File: src/rtl/mirfak_hazard_unit.sv
// Hazard controller for Mirfak cores: operand forwarding selects, stalls, a long-latency
// scoreboard, kill-driven flush sequencing and per-register enable/clear generation.
module mirfak_hazard_unit #(
    parameter int unsigned NFWD         = 2,
    parameter int unsigned ENABLE_SB    = 1,
    parameter int unsigned FLUSH_CYCLES = 1,
    parameter int unsigned STALL_CNT_W  = 32,
    localparam int unsigned SELW        = $clog2(NFWD + 1)
) (
    input  logic                   clk_i,
    input  logic                   rst_i,
    input  logic [4:0]             id_rs1_i,
    input  logic [4:0]             id_rs2_i,
    input  logic                   id_use_rs1_i,
    input  logic                   id_use_rs2_i,
    input  logic [5*NFWD-1:0]      stg_wa_i,
    input  logic [NFWD-1:0]        stg_wen_i,
    input  logic [NFWD-1:0]        stg_data_ok_i,
    input  logic [NFWD-1:0]        stg_busy_i,
    input  logic                   if_ready_i,
    input  logic                   sb_issue_i,
    input  logic [4:0]             sb_issue_wa_i,
    input  logic                   sb_done_i,
    input  logic [4:0]             sb_done_wa_i,
    input  logic                   kill_i,
    input  logic                   bj_taken_i,
    output logic [SELW-1:0]        id_fwd_a_sel_o,
    output logic [SELW-1:0]        id_fwd_b_sel_o,
    output logic [NFWD:0]          enable_o,
    output logic [NFWD:0]          clear_o,
    output logic                   flushing_o,
    output logic [STALL_CNT_W-1:0] stall_cnt_o
);

    typedef enum logic [0:0] {StRun, StFlush} state_e;

    state_e                 state_q, state_d;
    logic [3:0]             fcnt_q, fcnt_d;
    logic [31:0]            pend_q, pend_d, pend;
    logic [STALL_CNT_W-1:0] stall_cnt_q;

    logic            haz_a, haz_b, sb_haz;
    logic [NFWD-1:0] r;
    logic            id_ready, if_ready;
    logic [NFWD+1:0] rv;
    logic            stall_inc;

    assign pend = (ENABLE_SB != 0) ? pend_q : 32'd0;

    // Walk from oldest to youngest so the youngest matching stage wins.
    always_comb begin
        id_fwd_a_sel_o = '0;
        id_fwd_b_sel_o = '0;
        haz_a          = 1'b0;
        haz_b          = 1'b0;
        for (int k = int'(NFWD) - 1; k >= 0; k--) begin
            if (id_use_rs1_i && id_rs1_i != 5'd0 && stg_wen_i[k] &&
                stg_wa_i[5*k +: 5] == id_rs1_i) begin
                id_fwd_a_sel_o = SELW'(k + 1);
                haz_a          = !stg_data_ok_i[k];
            end
            if (id_use_rs2_i && id_rs2_i != 5'd0 && stg_wen_i[k] &&
                stg_wa_i[5*k +: 5] == id_rs2_i) begin
                id_fwd_b_sel_o = SELW'(k + 1);
                haz_b          = !stg_data_ok_i[k];
            end
        end
    end

    assign sb_haz = (id_use_rs1_i && pend[id_rs1_i]) || (id_use_rs2_i && pend[id_rs2_i]);

    always_comb begin
        r[NFWD-1] = !stg_busy_i[NFWD-1];
        for (int k = int'(NFWD) - 2; k >= 0; k--) begin
            r[k] = r[k+1] && !stg_busy_i[k];
        end
    end

    assign id_ready = r[0] && !haz_a && !haz_b && !sb_haz;
    assign if_ready = id_ready && if_ready_i;

    always_comb begin
        rv    = '0;
        rv[0] = if_ready;
        rv[1] = id_ready;
        for (int j = 2; j <= int'(NFWD); j++) begin
            rv[j] = r[j-2];
        end
        rv[NFWD+1] = 1'b1;
    end

    always_comb begin
        state_d    = state_q;
        fcnt_d     = fcnt_q;
        enable_o   = rv[NFWD:0];
        clear_o    = ~rv[NFWD:0] & rv[NFWD+1:1];
        clear_o[0] = clear_o[0] | bj_taken_i;
        flushing_o = (state_q == StFlush);
        if (kill_i) begin
            state_d = StFlush;
            fcnt_d  = 4'(FLUSH_CYCLES - 1);
        end else if (state_q == StFlush) begin
            if (fcnt_q == 4'd0) begin
                state_d = StRun;
            end else begin
                fcnt_d = fcnt_q - 4'd1;
            end
        end
        if (kill_i || state_q == StFlush) begin
            enable_o = '1;
            clear_o  = '1;
        end
    end

    // Done clears before issue sets, so a same-register issue/done leaves the bit pending.
    always_comb begin
        pend_d = pend_q;
        if (ENABLE_SB != 0) begin
            if (kill_i) begin
                pend_d = '0;
            end else begin
                if (sb_done_i) pend_d[sb_done_wa_i] = 1'b0;
                if (sb_issue_i && id_ready && state_q == StRun && sb_issue_wa_i != 5'd0) begin
                    pend_d[sb_issue_wa_i] = 1'b1;
                end
            end
        end else begin
            pend_d = '0;
        end
    end

    assign stall_inc = (state_q == StRun) && !kill_i && if_ready_i && !id_ready;

    always_ff @(posedge clk_i or posedge rst_i) begin
        if (rst_i) begin
            state_q     <= StRun;
            fcnt_q      <= 4'd0;
            pend_q      <= '0;
            stall_cnt_q <= '0;
        end else begin
            state_q <= state_d;
            fcnt_q  <= fcnt_d;
            pend_q  <= pend_d;
            if (stall_inc) stall_cnt_q <= stall_cnt_q + 1'b1;
        end
    end

    assign stall_cnt_o = stall_cnt_q;

endmodule

File: config.mk
export PLATFORM = sky130hd
export DESIGN_NAME = mirfak_hazard_unit
export DESIGN_NICKNAME = d
export VERILOG_FILES = /design/src/rtl/mirfak_hazard_unit.sv
export SDC_FILE = /design/constraint.sdc
export NUM_CORES = 1
export LEC_CHECK = 0
export CAP_MARGIN = 20
export CELL_PAD_IN_SITES_DETAIL_PLACEMENT = 1
export CELL_PAD_IN_SITES_GLOBAL_PLACEMENT = 1
export CORE_AREA = 2 2 128 105
export CTS_BUF_LIST = sky130_fd_sc_hd__clkbuf_2 sky130_fd_sc_hd__clkbuf_4 sky130_fd_sc_hd__clkbuf_8
export CTS_CLUSTER_SIZE = 40
export DETAILED_ROUTE_END_ITERATION = 10
export DIE_AREA = 0 0 130 107
export GPL_TIMING_DRIVEN = 0
export PLACE_DENSITY_LB_ADDON = 0.15
export SLEW_MARGIN = 10
export SYNTH_ARGS = -nofsm -noshare
export SYNTH_HDL_FRONTEND = slang
export SYNTH_SLANG_ARGS = --single-unit
File: constraint.sdc
create_clock -name clk_i -period 3.2 [get_ports clk_i]
set_clock_uncertainty 0.05 [all_clocks]
set_input_delay 0.48 -clock clk_i [delete_from_list [all_inputs] [get_ports clk_i]]
set_output_delay 0.48 -clock clk_i [all_outputs]
set_load 0.02 [all_outputs]
# ---- Word level (Yosys, flattened, before mapping)
# Cells that the tools add are included.
dict set report word_totals {
  register_bits 69
  wordCells 94
  out_inout_bits 43
  input_bits 45
}
dict set report op_classes {
  eq_ne 5
  n_mux 28
  n_addsub 2
  order_cmp 6
  bitwise_logic 7
  n_reduce_logical 42
}
# op n
set ops {}
lappend ops {{two-way mux 32 bit} 4}
lappend ops {{adder 32 x 1 -> 32 bit (second input constant)} 1}
lappend ops {{bitwise AND 32 bit} 1}
lappend ops {{NOT 32 bit} 1}
lappend ops {{OR 32 bit} 1}
lappend ops {{logical AND 1 bit} 25}
lappend ops {{less-than comparator 5 x 6 -> 1 bit (second input constant)} 4}
lappend ops {{== test 5 bit} 4}
lappend ops {{nonzero test 5 bit} 3}
lappend ops {{two-way mux 4 bit} 3}
lappend ops {{two-way mux 1 bit} 11}
lappend ops {{binary-select mux 1 bit (select 5 bit)} 2}
lappend ops {{demux 1 bit (select 5 bit)} 2}
lappend ops {{greater-or-equal comparator 5 x 1 -> 1 bit (second input constant)} 2}
lappend ops {{zero test 1 bit} 9}
lappend ops {{two-way mux 2 bit} 4}
lappend ops {{two-way mux 3 bit} 2}
lappend ops {{zero test 4 bit} 1}
lappend ops {{subtractor 4 x 1 -> 4 bit (second input constant)} 1}
lappend ops {{bitwise AND 3 bit} 1}
lappend ops {{NOT 3 bit} 1}
lappend ops {{logical OR 1 bit} 2}
lappend ops {{!= test 2 bit (second input constant)} 1}
lappend ops {{AND reduction 2 bit} 1}
lappend ops {{other kinds (3)} 3}

# ---- Longest topological paths before layout
dict set report logic_depth {
  ltp_word 15
  depth_mapped 11
  ltp_nobuf 8
}

# ---- Worst setup path before layout
# Ideal clock, no wire load.
dict set report synth_path {
  kind {input -> output}
  startpoint {input id_rs2_i[1]}
  endpoint {output clear_o[0]}
  required_ns 2.670
  n_path_buf 3
  arrival_time_ns 3.042
  path_stages 10
  path_slack_ns -0.372
  cell_sequence {clkbuf_1 or4_1 o21ai_1 nor3_1 o22a_1 o221ai_1 a211o_1 buf_6 clkbuf_1 o21ai_0}
}
dict set report synth_via {
  elab_chain_cells 14
  word_cells_on_any_way 23
  cone_classes {2 x eq/ne; 5 x mux; 3 x bitwise; 13 x reduce/logical}
}
# item line_no
set synth_lines {}
lappend synth_lines {{from (decl)} 13} ;# input logic [4:0] id_rs2_i,
lappend synth_lines {{parallel branches: the longest is 8 deep, another holds binary-select mux 1 bit (select 5 bit)} n/a}
lappend synth_lines {{logical AND 1 bit (*)} 79} ;# assign id_ready = r[0] && !haz_a && !haz_b && !sb_haz;
lappend synth_lines {{logical AND 1 bit} 80} ;# assign if_ready = id_ready && if_ready_i;
lappend synth_lines {{NOT 3 bit} 96} ;# clear_o = ~rv[NFWD:0] & rv[NFWD+1:1];
lappend synth_lines {{bitwise AND 3 bit (*)} 96}
lappend synth_lines {{OR 1 bit (*)} 97} ;# clear_o[0] = clear_o[0] | bj_taken_i;
lappend synth_lines {{two-way mux 3 bit (*)} 109} ;# if (kill_i || state_q == StFlush) begin
lappend synth_lines {{to (decl)} 30} ;# output logic [NFWD:0] clear_o,
# Every way passes the cells marked *. The select of a mux whose other input is x is not followed.

# ---- Final worst setup path
dict set report layout_path {
  startpoint {input id_rs1_i[0]}
  endpoint {output clear_o[1]}
}
dict set report layout_via {
  elab_chain_cells 13
  word_cells_on_any_way 22
  cone_classes {2 x eq/ne; 5 x mux; 2 x bitwise; 13 x reduce/logical}
}
# item line_no
set layout_lines {}
lappend layout_lines {{from (decl)} 12} ;# input logic [4:0] id_rs1_i,
lappend layout_lines {{parallel branches: the longest is 9 deep, another holds binary-select mux 1 bit (select 5 bit)} n/a}
lappend layout_lines {{logical AND 1 bit (*)} 79}
lappend layout_lines {{NOT 3 bit (*)} 96}
lappend layout_lines {{bitwise AND 3 bit (*)} 96}
lappend layout_lines {{two-way mux 3 bit (*)} 109}
# Marked as above.

==> results_dict.tcl <==
set metrics [dict create \
    slew_violations 0 \
    placedCellCount 713 \
    synthTopCellsByArea "dfrtp_1, xnor2_1, mux4_2, nand3b_1, nand2_1" \
    root_buffer "clkbuf_8" \
    synth_area_per_cell_um2 9.55 \
    critical-path-top-delay-family "multiplexers" \
    yosysTopAreaCellShare_pct 39.8 \
    area_growth_pct 36.7 \
    drt-wirelength-per-cell_um 19.0 \
    dr.pass1.iters 4 \
    seq_area_um2 1730 \
    gr-total-overflow 0 \
    async_reset_ff_share_pct 100 \
    crit_path_end_kind "output pin" \
    cp_slowest_stage_delay_ns 0.50 \
    max-vdd-ir-drop_mv 0.366 \
    num_io_pins 88 \
    finalHoldViolCount 0 \
    start_util_pct 34.3 \
    final.period_utilization_pct 100 \
    rsz0062_at_grt "yes" \
    crit_cells 12 \
    clk_pin_slew_ns 0.07 \
    routed_via_density 5.26 \
    synth.distinct_cells 41 \
    p_per_area_nw_per_um2 377 \
    synth_ff_type "dfrtp_1" \
    fin_setup_tns_ns -0.00260 \
    yosysSeqAreaShare_pct 39.8 \
    synth_area_leader_cell "dfrtp_1" \
    clock_path_buffers 2 \
    cts.htree.levels 3 \
    ys_warn_count 0 \
    fin_ws_ns -0.00260 \
    path_class "primary input to output pin" \
    syn_inst 454 \
    first_global_vias 4211 \
    cts_hold_buf 0 \
    dp_hpwl_mm 10.6 \
    portBuffers 83 \
    syn-cell-area_um2 4340 \
    wl_mm 14.2 \
    die_y_um 107 \
    hold_class "primary input to asynchronous set/reset pin" \
    slew_headroom_pct 58.9 \
    violations "setup timing" \
    gp_congestion 0.865 \
    die_w_um 130 \
    worst_setup_path_start_kind "primary input" \
    nNetsFinal 617 \
    crit_top_cell "buf_6" \
    drt.antenna.violating_nets 0 \
    setup_viol 1 \
    coreArea_um2 12600 \
    r2r_cells 9 \
    fmax_mhz 312 \
    fin_util_pct 46.9 \
    finalCriticalPeriod_ns 3.20 \
    r2r_slack_ns 0.23 \
    path_cells "clkdlybuf4s15_2 -> buf_6 -> mux4_2 -> mux2_4 -> nor3_2 -> a31oi_1 -> and3_1 -> a211o_4 -> clkbuf_16 -> nand2_4 -> nand2_2 -> buf_6" \
    grt_pass1_wl_mm 22.7 \
    antenna_found_initial 0 \
    cts_made_buffers 9 \
    cp.arrival_ns 2.67 \
    num_vias 3940 \
    syn-num-nets 502 \
    leakagePower_uw 0.00241 \
    crit_slowest_cell "mux4_2" \
    multi_input_area_um2 2570 \
    drive_gt1_share_pct 18.8 \
    reg2reg_to "pend[25]$_DFF_PP0_" \
    synth_seq_cells 69 \
    drt_iter0_markers 143 \
    clock_sinks 69 \
    clock_latency_ns 0.37 \
    dieArea_um2 13900 \
    crit_path_start "id_rs1_i[0]" \
    timing.rr.start "pend[2]$_DFF_PP0_" \
    critPathCapture "clear_o[1]" \
    fillCellCount 1408 \
    antenna_cells 0 \
    stdcell_count 749 \
    rows 37 \
    cts_tree "yes" \
    required_ns 2.67 \
    crit_fanout 7 \
    grt_max_degree 43 \
    maxCapViolations 0 \
    crit_buf_inv 4 \
    synth_edf_count 0 \
    tightest_slew_ns 0.616 \
    drc 0 \
    status "complete, but fails checks" \
    grtUsageTotal_pct 21.4 \
]
[cell families after synthesis]
logic type,share of synthesized area [%]
AO/OA/AOI/OAI,9.41
XOR/XNOR,10.9
buffers and inverters,4.07
flip-flops,39.8
multiplexers,8.45
AND/OR/NAND/NOR,26.5
adder cells (fa/ha/maj),0.866
[flip-flops by register name (all words and copies together) (netlist names)]
name	cells
pend	32
stall_cnt_o	32
flushing_o	1
fcnt_q	4
[synthesized netlist by cell type, types with 2 or more instances]
master,count
nand2_1,40
inv_1,9
nand3b_1,22
buf_6,6
nor3_1,8
nand4b_1,5
o21ai_2,9
nor2_1,24
nand4_1,22
or2_2,2
nor2b_1,24
and2_1,2
nor3b_1,4
mux4_1,2
ha_1,3
mux2i_1,10
xor2_1,10
and3_1,15
mux2_2,3
a2111oi_0,5
o21ai_0,27
or3_1,2
or4_1,3
a21oi_1,2
nor4_1,4
nand3_1,21
buf_2,6
a31oi_1,4
xnor2_1,44
dfrtp_1,69
mux4_2,8
clkbuf_1,12
nand2b_1,4
o21ai_1,16
[per-layer routing]
| metal | vias to the layer above | GRT usage [%] | part of all wire [%] |
|---|---|---|---|
| met5 | - | 0 | 0 |
| met4 | 0 | 5.61 | 1.1 |
| met3 | 12 | 4.24 | 4.1 |
| met2 | 89 | 33.1 | 45 |
| met1 | 1966 | 30.5 | 50 |
| li1 | 1873 | - | - |
[through the flow]
stage               cell area, um2  total power (uW)  setup slack, ns  hold WS (ns)
floorplan                     4350              1320           -0.122         0.433
global placement              5400              1550            -1.44         0.414
detailed placement            5430              1570            -1.53         0.420
CTS                           5780              2250           -0.173         0.410
global route                  5930              2360           -0.121         0.422
finish                        5930              2240         -0.00260         0.407
[repair_timing]
item                                   in CTS  in global routing
setup buffers                              11                  8
endpoints found under the hold margin       0                  0
setup endpoints to repair                  64                 24
gates resized for setup                    73                 35
pin swaps                                   7                 15
gates cloned                                0                  1
[report_power, final]
group,leakage (uW),switching [uW],internal [uW],total (uW)
registers,0.000953,56.5,924,980
clock network,0.0000925,357,276,633
logic,0.00137,333,288,621
[worst reg2reg max path, cell delays in order (launching register included)]
cell       delay [ns]
dfrtp_1          0.42
mux4_2           0.51
a2111oi_4        0.36
a31oi_1          0.06
and3_1           0.18
a211o_4          0.30
buf_4            0.15
or4_1            0.45
buf_2            0.20
o21ai_1          0.19
[final cells by class]
type,count,area share (%)
Buffer,23,3.06
Clock buffer,9,2.09
Clock inverter,7,0.717
Inverter,9,0.612
Multi-Input combinational cell,352,43.4
Sequential cell,69,29.1
Tap cell,175,3.69
Timing Repair Buffer,105,17.3
[cell usage in the layout (no fill, tap or decap), types with 9 or more instances in the layout]
cell type,n
dfrtp_1,69
and3_1,15
nand2_1,38
mux4_2,10
xor2_1,10
o21ai_1,15
buf_6,11
nor2_1,23
o21ai_2,11
clkbuf_8,9
xnor2_1,43
clkdlybuf4s50_1,65
nor2b_1,23
clkbuf_1,9
nand3_1,21
nand4_1,22
o21ai_0,24
mux2i_1,10
buf_4,18
nand3b_1,22
[worst min path at each step]
stage | start | end | slack (ns)
2_1_floorplan | pend[16]$_DFF_PP0_ | pend[16]$_DFF_PP0_ | 0.43
3_3_place_gp | stall_cnt_o[31]$_DFFE_PP0P_ | stall_cnt_o[31]$_DFFE_PP0P_ | 0.41
3_5_place_dp | stall_cnt_o[31]$_DFFE_PP0P_ | stall_cnt_o[31]$_DFFE_PP0P_ | 0.42
4_1_cts | rst_i | flushing_o$_DFF_PP0_ | 0.41
5_1_grt | rst_i | flushing_o$_DFF_PP0_ | 0.42
6_report | rst_i | flushing_o$_DFF_PP0_ | 0.41
Note: power is estimated with default switching activity, not from simulation.
